$ cat config.mk
export PLATFORM = sky130hd
export DESIGN_NAME = cmplx_nco_mixer
export DESIGN_NICKNAME = d
export VERILOG_FILES = /design/src/rtl/modem_pkg.sv /design/src/rtl/sincos_rom.sv /design/src/rtl/cmplx_nco_mixer.sv
export SDC_FILE = /design/constraint.sdc
export NUM_CORES = 2
export LEC_CHECK = 0
export ABC_AREA = 1
export BUFFER_PORTS_ARGS = -buffer_cell sky130_fd_sc_hd__buf_2
export CORE_ASPECT_RATIO = 0.7
export CORE_MARGIN = 1.5
export CORE_UTILIZATION = 45
export CTS_CLUSTER_SIZE = 16
export DETAILED_ROUTE_END_ITERATION = 8
export GPL_TIMING_DRIVEN = 0
export MAX_ROUTING_LAYER = met4
export SYNTH_ARGS = -nofsm -noshare
export SYNTH_HDL_FRONTEND = slang
export SYNTH_HIERARCHICAL = 1
export SYNTH_SLANG_ARGS = --single-unit
$ cat constraint.sdc
create_clock -name clk -period 9.3 [get_ports clk]
set_input_delay 0.465 -clock clk [delete_from_list [all_inputs] [get_ports clk]]
set_output_delay 0.465 -clock clk [all_outputs]
set_load 0.02 [all_outputs]
$ cat src/rtl/modem_pkg.sv
// Shared fixed-point constants and helpers for the modem datapath (Q1.15 samples).
package modem_pkg;

    localparam int SW = 16;
    localparam logic signed [SW-1:0] ONE    = 16'sd32767;
    localparam logic signed [SW-1:0] NEG_FS = -16'sd32768;
    localparam logic signed [2*SW-1:0] RND  = (2*SW)'(2 ** (SW - 2));

    // Round-half-up a Q2.30 product back to Q1.15 and clamp to the sample range.
    function automatic logic signed [SW-1:0] round_sat(input logic signed [2*SW-1:0] p);
        logic signed [2*SW-1:0] r;
        r = (p + RND) >>> (SW - 1);
        if (r > (2*SW)'(ONE))
            return ONE;
        if (r < (2*SW)'(NEG_FS))
            return NEG_FS;
        return r[SW-1:0];
    endfunction

    // Two's complement negate where -full-scale has no positive counterpart.
    function automatic logic signed [SW-1:0] neg_sat(input logic signed [SW-1:0] s);
        return (s == NEG_FS) ? ONE : -s;
    endfunction

endpackage

$ cat src/rtl/sincos_rom.sv
// Quarter-free full-turn cos/sin table with a registered, enabled read port.
module sincos_rom #(
    parameter int LW = 8,
    parameter int W  = 16
) (
    input  logic            clk,
    input  logic            en,
    input  logic [LW-1:0]   addr,
    output logic [2*W-1:0]  data
);

    localparam int DEPTH = 2 ** LW;

    function automatic logic [W-1:0] to_q(input real v);
        real s;
        int  r;
        s = v * real'((2 ** (W - 1)) - 1);
        r = (s >= 0.0) ? $rtoi(s + 0.5) : -$rtoi(0.5 - s);
        return W'(r);
    endfunction

    // Entry i = {cos, sin} of 2*pi*i/DEPTH, built at elaboration time.
    function automatic logic [DEPTH*2*W-1:0] build_table();
        logic [DEPTH*2*W-1:0] t;
        real a;
        t = '0;
        for (int i = 0; i < DEPTH; i++) begin
            a = 6.283185307179586 * real'(i) / real'(DEPTH);
            t[i*2*W +: 2*W] = {to_q($cos(a)), to_q($sin(a))};
        end
        return t;
    endfunction

    localparam logic [DEPTH*2*W-1:0] TABLE = build_table();

    always_ff @(posedge clk) begin
        if (en)
            data <= TABLE[32'(addr) * (2*W) +: 2*W];
    end

endmodule

$ cat src/rtl/cmplx_nco_mixer.sv
// Real-to-complex mixer: x * (cos, -sin) of an NCO phase, 3-stage valid/ready pipeline.
module cmplx_nco_mixer
    import modem_pkg::*;
#(
    parameter int W  = SW,
    parameter int PW = 32,
    parameter int LW = 8
) (
    input  logic                clk,
    input  logic                rst,
    input  logic [PW-1:0]       phase_inc_i,
    input  logic                phase_we_i,
    input  logic signed [W-1:0] x_i,
    input  logic                x_valid_i,
    output logic                x_ready_o,
    output logic signed [W-1:0] y_a_o,
    output logic signed [W-1:0] y_b_o,
    output logic                y_valid_o,
    input  logic                y_ready_i
);

    logic                en;
    logic                accept;
    logic [PW-1:0]       phase;
    logic [PW-1:0]       inc;
    logic [2:0]          vld_pipe;
    logic signed [W-1:0] x0;
    logic signed [W-1:0] x1;
    logic [LW-1:0]       idx0;
    logic [2*W-1:0]      cs1;
    logic signed [W-1:0] cos1;
    logic signed [W-1:0] nsin1;
    logic signed [2*W-1:0] p_a;
    logic signed [2*W-1:0] p_b;

    // Whole pipeline stalls as one unit: only the output register can block.
    assign en        = !y_valid_o || y_ready_i;
    assign x_ready_o = en;
    assign accept    = x_valid_i && en;
    assign y_valid_o = vld_pipe[2];

    sincos_rom #(.LW(LW), .W(W)) u_rom (
        .clk  (clk),
        .en   (en),
        .addr (idx0),
        .data (cs1)
    );

    assign cos1  = cs1[2*W-1:W];
    assign nsin1 = neg_sat(cs1[W-1:0]);
    assign p_a   = (2*W)'(x1) * (2*W)'(cos1);
    assign p_b   = (2*W)'(x1) * (2*W)'(nsin1);

    always_ff @(posedge clk) begin
        if (rst) begin
            phase    <= '0;
            inc      <= '0;
            vld_pipe <= '0;
            y_a_o    <= '0;
            y_b_o    <= '0;
        end else begin
            if (phase_we_i)
                inc <= phase_inc_i;
            if (en) begin
                // Uses the increment in force before any same-cycle load.
                if (accept)
                    phase <= phase + inc;
                vld_pipe <= {vld_pipe[1:0], accept};
                if (vld_pipe[1]) begin
                    y_a_o <= round_sat(p_a);
                    y_b_o <= round_sat(p_b);
                end
            end
        end
    end

    always_ff @(posedge clk) begin
        if (en) begin
            x0   <= x_i;
            idx0 <= phase[PW-1 -: LW];
            x1   <= x0;
        end
    end

endmodule

==> results.txt <==
- Type of element launching the critical path: register
- Placement row count: 81
* Deepest clock path buffer count: 2
- For this run, the post-layout net count is 5260.
* Gate count of the mapped netlist: 4378
* Number of warnings printed during yosys synthesis: 6
- The initial utilization of the core area, before any placement, comes to 45.8%.
* Maximum level of the CTS H-tree: 4
- The detail route stage leaves a number of antenna-violating nets equal to 0.
- CTS tree: done
- The number of antenna violations at the first check in global routing was 1.
- Cell taking the most area after synthesis: sky130_fd_sc_hd__fa_1
- In the post-route analysis, the smallest setup slack over all paths is 0.503 ns.
* Clock period minus worst slack: 8.80 ns
- Each instance of the synthesized netlist takes up on average 7.37 um2.
- Among all flip-flop cells after synthesis, the most frequent one is sky130_fd_sc_hd__dfxtp_1.
- The worst hold path belongs to the class input pin to register.
- Grt ovf: 0
- The worst setup path is of the register to register kind.
- Setup violations remaining at the end of the flow were counted as 0.
- The number of clock buffers added by TritonCTS is 17.
- For this block, the initial DRC count from the detailed router was 3457.
- Relative to the synthesized area, the layout overhead comes to 7.08%.
- The region available for standard cell placement spans 0.0704 mm2.
* Fill cell instance count of the final layout: 7285
- Wire length of the first global-routing pass: 181000 um
* Dominant cell type by count on the critical path: sky130_fd_sc_hd__fa_1
* Via count of the first global-routing pass: 29000
* Data arrival time of the critical path: 9.19 ns
* Average wire length per cell after detail routing: 22.0 um
- Least-Margin Pin Slew: 1.19 ns
* Crit share post-route: 94.6%
- Headroom to the max-slew limit: 20.5%
- The slowest stage of the critical path belongs to the cell sky130_fd_sc_hd__nor2_1.
- Across the run, the number of max-cap violations was 0.
- Final clock skew: 0.0370 ns
- Required time of the critical path: 9.69 ns
* Share of synthesized registers carrying an async set or reset: 0%
* I/O pin cnt: 87
- In this run the tool buffered the top-level ports with 86 buffer cells.
- In this run, synthesis inferred 72 flip-flops with an integrated enable.
- Highest clock frequency the design can meet: 114 MHz
- Sorting the synthesized cells by area gives the leading types as sky130_fd_sc_hd__fa_1, sky130_fd_sc_hd__nand2_1, sky130_fd_sc_hd__inv_1.
* Overall die area: 0.0734 mm2
- Clock root cell: sky130_fd_sc_hd__clkbuf_16
- By count the netlist is led by sky130_fd_sc_hd__nand2_1, sky130_fd_sc_hd__inv_1, sky130_fd_sc_hd__fa_1.
* CP max stage delay: 0.85 ns
- Worst-path clk slew: 0.11 ns
- In the final layout, the share of cells above drive strength 1 is 5.85%.
- The share of the Yosys chip area taken by registers is 12.8%.
- Entering global routing, the biggest net connects 66 pins.
* Insertion delay of the later-clocked pin in the worst-skew pair: 0.52 ns
- Once the clock tree was built, the setup fixing pass inserted 0 buffers.
- For this run, the total global-route usage over all layers was measured as 34.7%.
- In this run, synthesis produced a sequential element count of 171.
- Unrepaired setup endpoints after global routing: no
* Horizontal die dimension: 323 um
* Largest fanout on the critical path: 10
- Total clock sinks: 171
- Setup Total Neg Slack: 0 ns
* Average via count per standard cell: 5.44
* Half-perimeter wire length of the detailed placement result: 98300 um
- The max-slew violation total from the final report came to 0.
- sky130_fd_sc_hd__nand2_1 is the most common cell in the netlist.
- Length of the first detailed-routing pass in iterations: 6
- The synthesized design devotes to its leading area cell type 32.6% of total area.
- Total wire length: 120000 um
* Post-Place Worst Slack: 0.722 ns
* Number of endpoints with negative hold slack in the final report: 0
- Counting distinct cell types in the post-synthesis netlist gives 52.
- Final weighted congestion in routability-driven placement: 1.08
- STA classifies the critical path endpoint as a register.
* Die height: 227 um
* Mapped cell area: 0.0323 mm2
- The run finished with clean final reports.
* Drt drc: 0
- Overall via count from detail_route: 29700
- Post-Synthesis Net Count: 5154
## placed cells by master, fill, tap and decap left out, drive strengths merged, types with 22 or more instances in the layout
cell type  count
ha           198
edfxtp        72
buf          152
xor2          49
nand4         49
xnor2         27
a21oi        166
nand3        219
dfxtp         99
nor3          22
fa           525
nor2         385
clkbuf       132
inv          930
o21ai        187
nand2       1173
## layout make-up
type                    count  area, um2  area share [%]
diodes                      2       5.00          0.0145
plain buffers             177        831            2.40
clock buffers              20        489            1.42
clock inverters            12        134           0.387
inverters                 925       3470            10.1
multi-input cells        3105      23800            69.0
flip-flops and latches    171       4140            12.0
well taps                 954       1190            3.45
repair buffers             87        458            1.33
## stage by stage
stage	hold slack, ns	instance area [um2]	utilization (%)	cells
3_3_place_gp	0.401	33900	48.1	5418
5_1_grt	0.115	34600	49.1	5452
3_5_place_dp	0.405	33900	48.2	5419
4_1_cts	0.108	34600	49.1	5451
6_report	0.124	34600	49.1	5453
2_1_floorplan	0.400	32300	-	4378
## flip-flops by register name (all words and copies together), names as in the netlist
signal	flops
inc	32
y_a_o	16
x0	16
idx0	8
vld_pipe	3
phase	32
y_b_o	16
x1	16
u_rom/data	32
## worst max-delay path, delay by kind of cell (launching register included)
kind                     cells  cell delay [ns]
adder cells (fa/ha/maj)      8             3.66
AO/OA/AOI/OAI                3             0.80
buffers and inverters        7             1.29
flip-flops                   1             0.38
AND/OR/NAND/NOR             13             2.50
## worst paths after layout
| check | from | to | slack (ns) | cells after the start |
|---|---|---|---|---|
| worst max register to register | u_rom/data[0]$_DFFE_PP_ | y_b_o[3]$_SDFFE_PP0P_ | 0.50 | 31 |
| worst min-delay path | x_i[0] | x0[0]$_DFFE_PN_ | 0.12 | 1 |
| worst max-delay path | u_rom/data[0]$_DFFE_PP_ | y_b_o[3]$_SDFFE_PP0P_ | 0.50 | 31 |
| worst min register to register | x0[12]$_DFFE_PN_ | x1[12]$_DFFE_PN_ | 0.42 | 0 |
## per-layer routing
layer | vias up | routed length [um] | track usage, %
met5 | - | 0 | -
met4 | 0 | 3870 | 10.8
met3 | 218 | 13000 | 7.92
met2 | 1494 | 49600 | 48.6
met1 | 14500 | 53700 | 49.4
li1 | 13500 | - | -
## logic make-up (layout without fill, tap and decap cells)
family / after synthesis / in the layout / synth area share [%]
AO/OA/AOI/OAI: 444 / 444 / 7.83
flip-flops: 171 / 171 / 12.8
other: 0 / 2 / 0
adder cells (fa/ha/maj): 723 / 723 / 40.2
XOR/XNOR: 76 / 76 / 2.06
buffers and inverters: 1102 / 1221 / 13.3
AND/OR/NAND/NOR: 1862 / 1862 / 23.7
## timing repair
item | 4_1_cts | 5_1_grt
endpoints found under the setup margin | 0 | 11
resized for setup | 0 | 1
hold buffers | 0 | 0
Power is left out: the tool's default activity adds up to more than one toggle a clock period on the data nets, which glitch-free logic cannot reach.
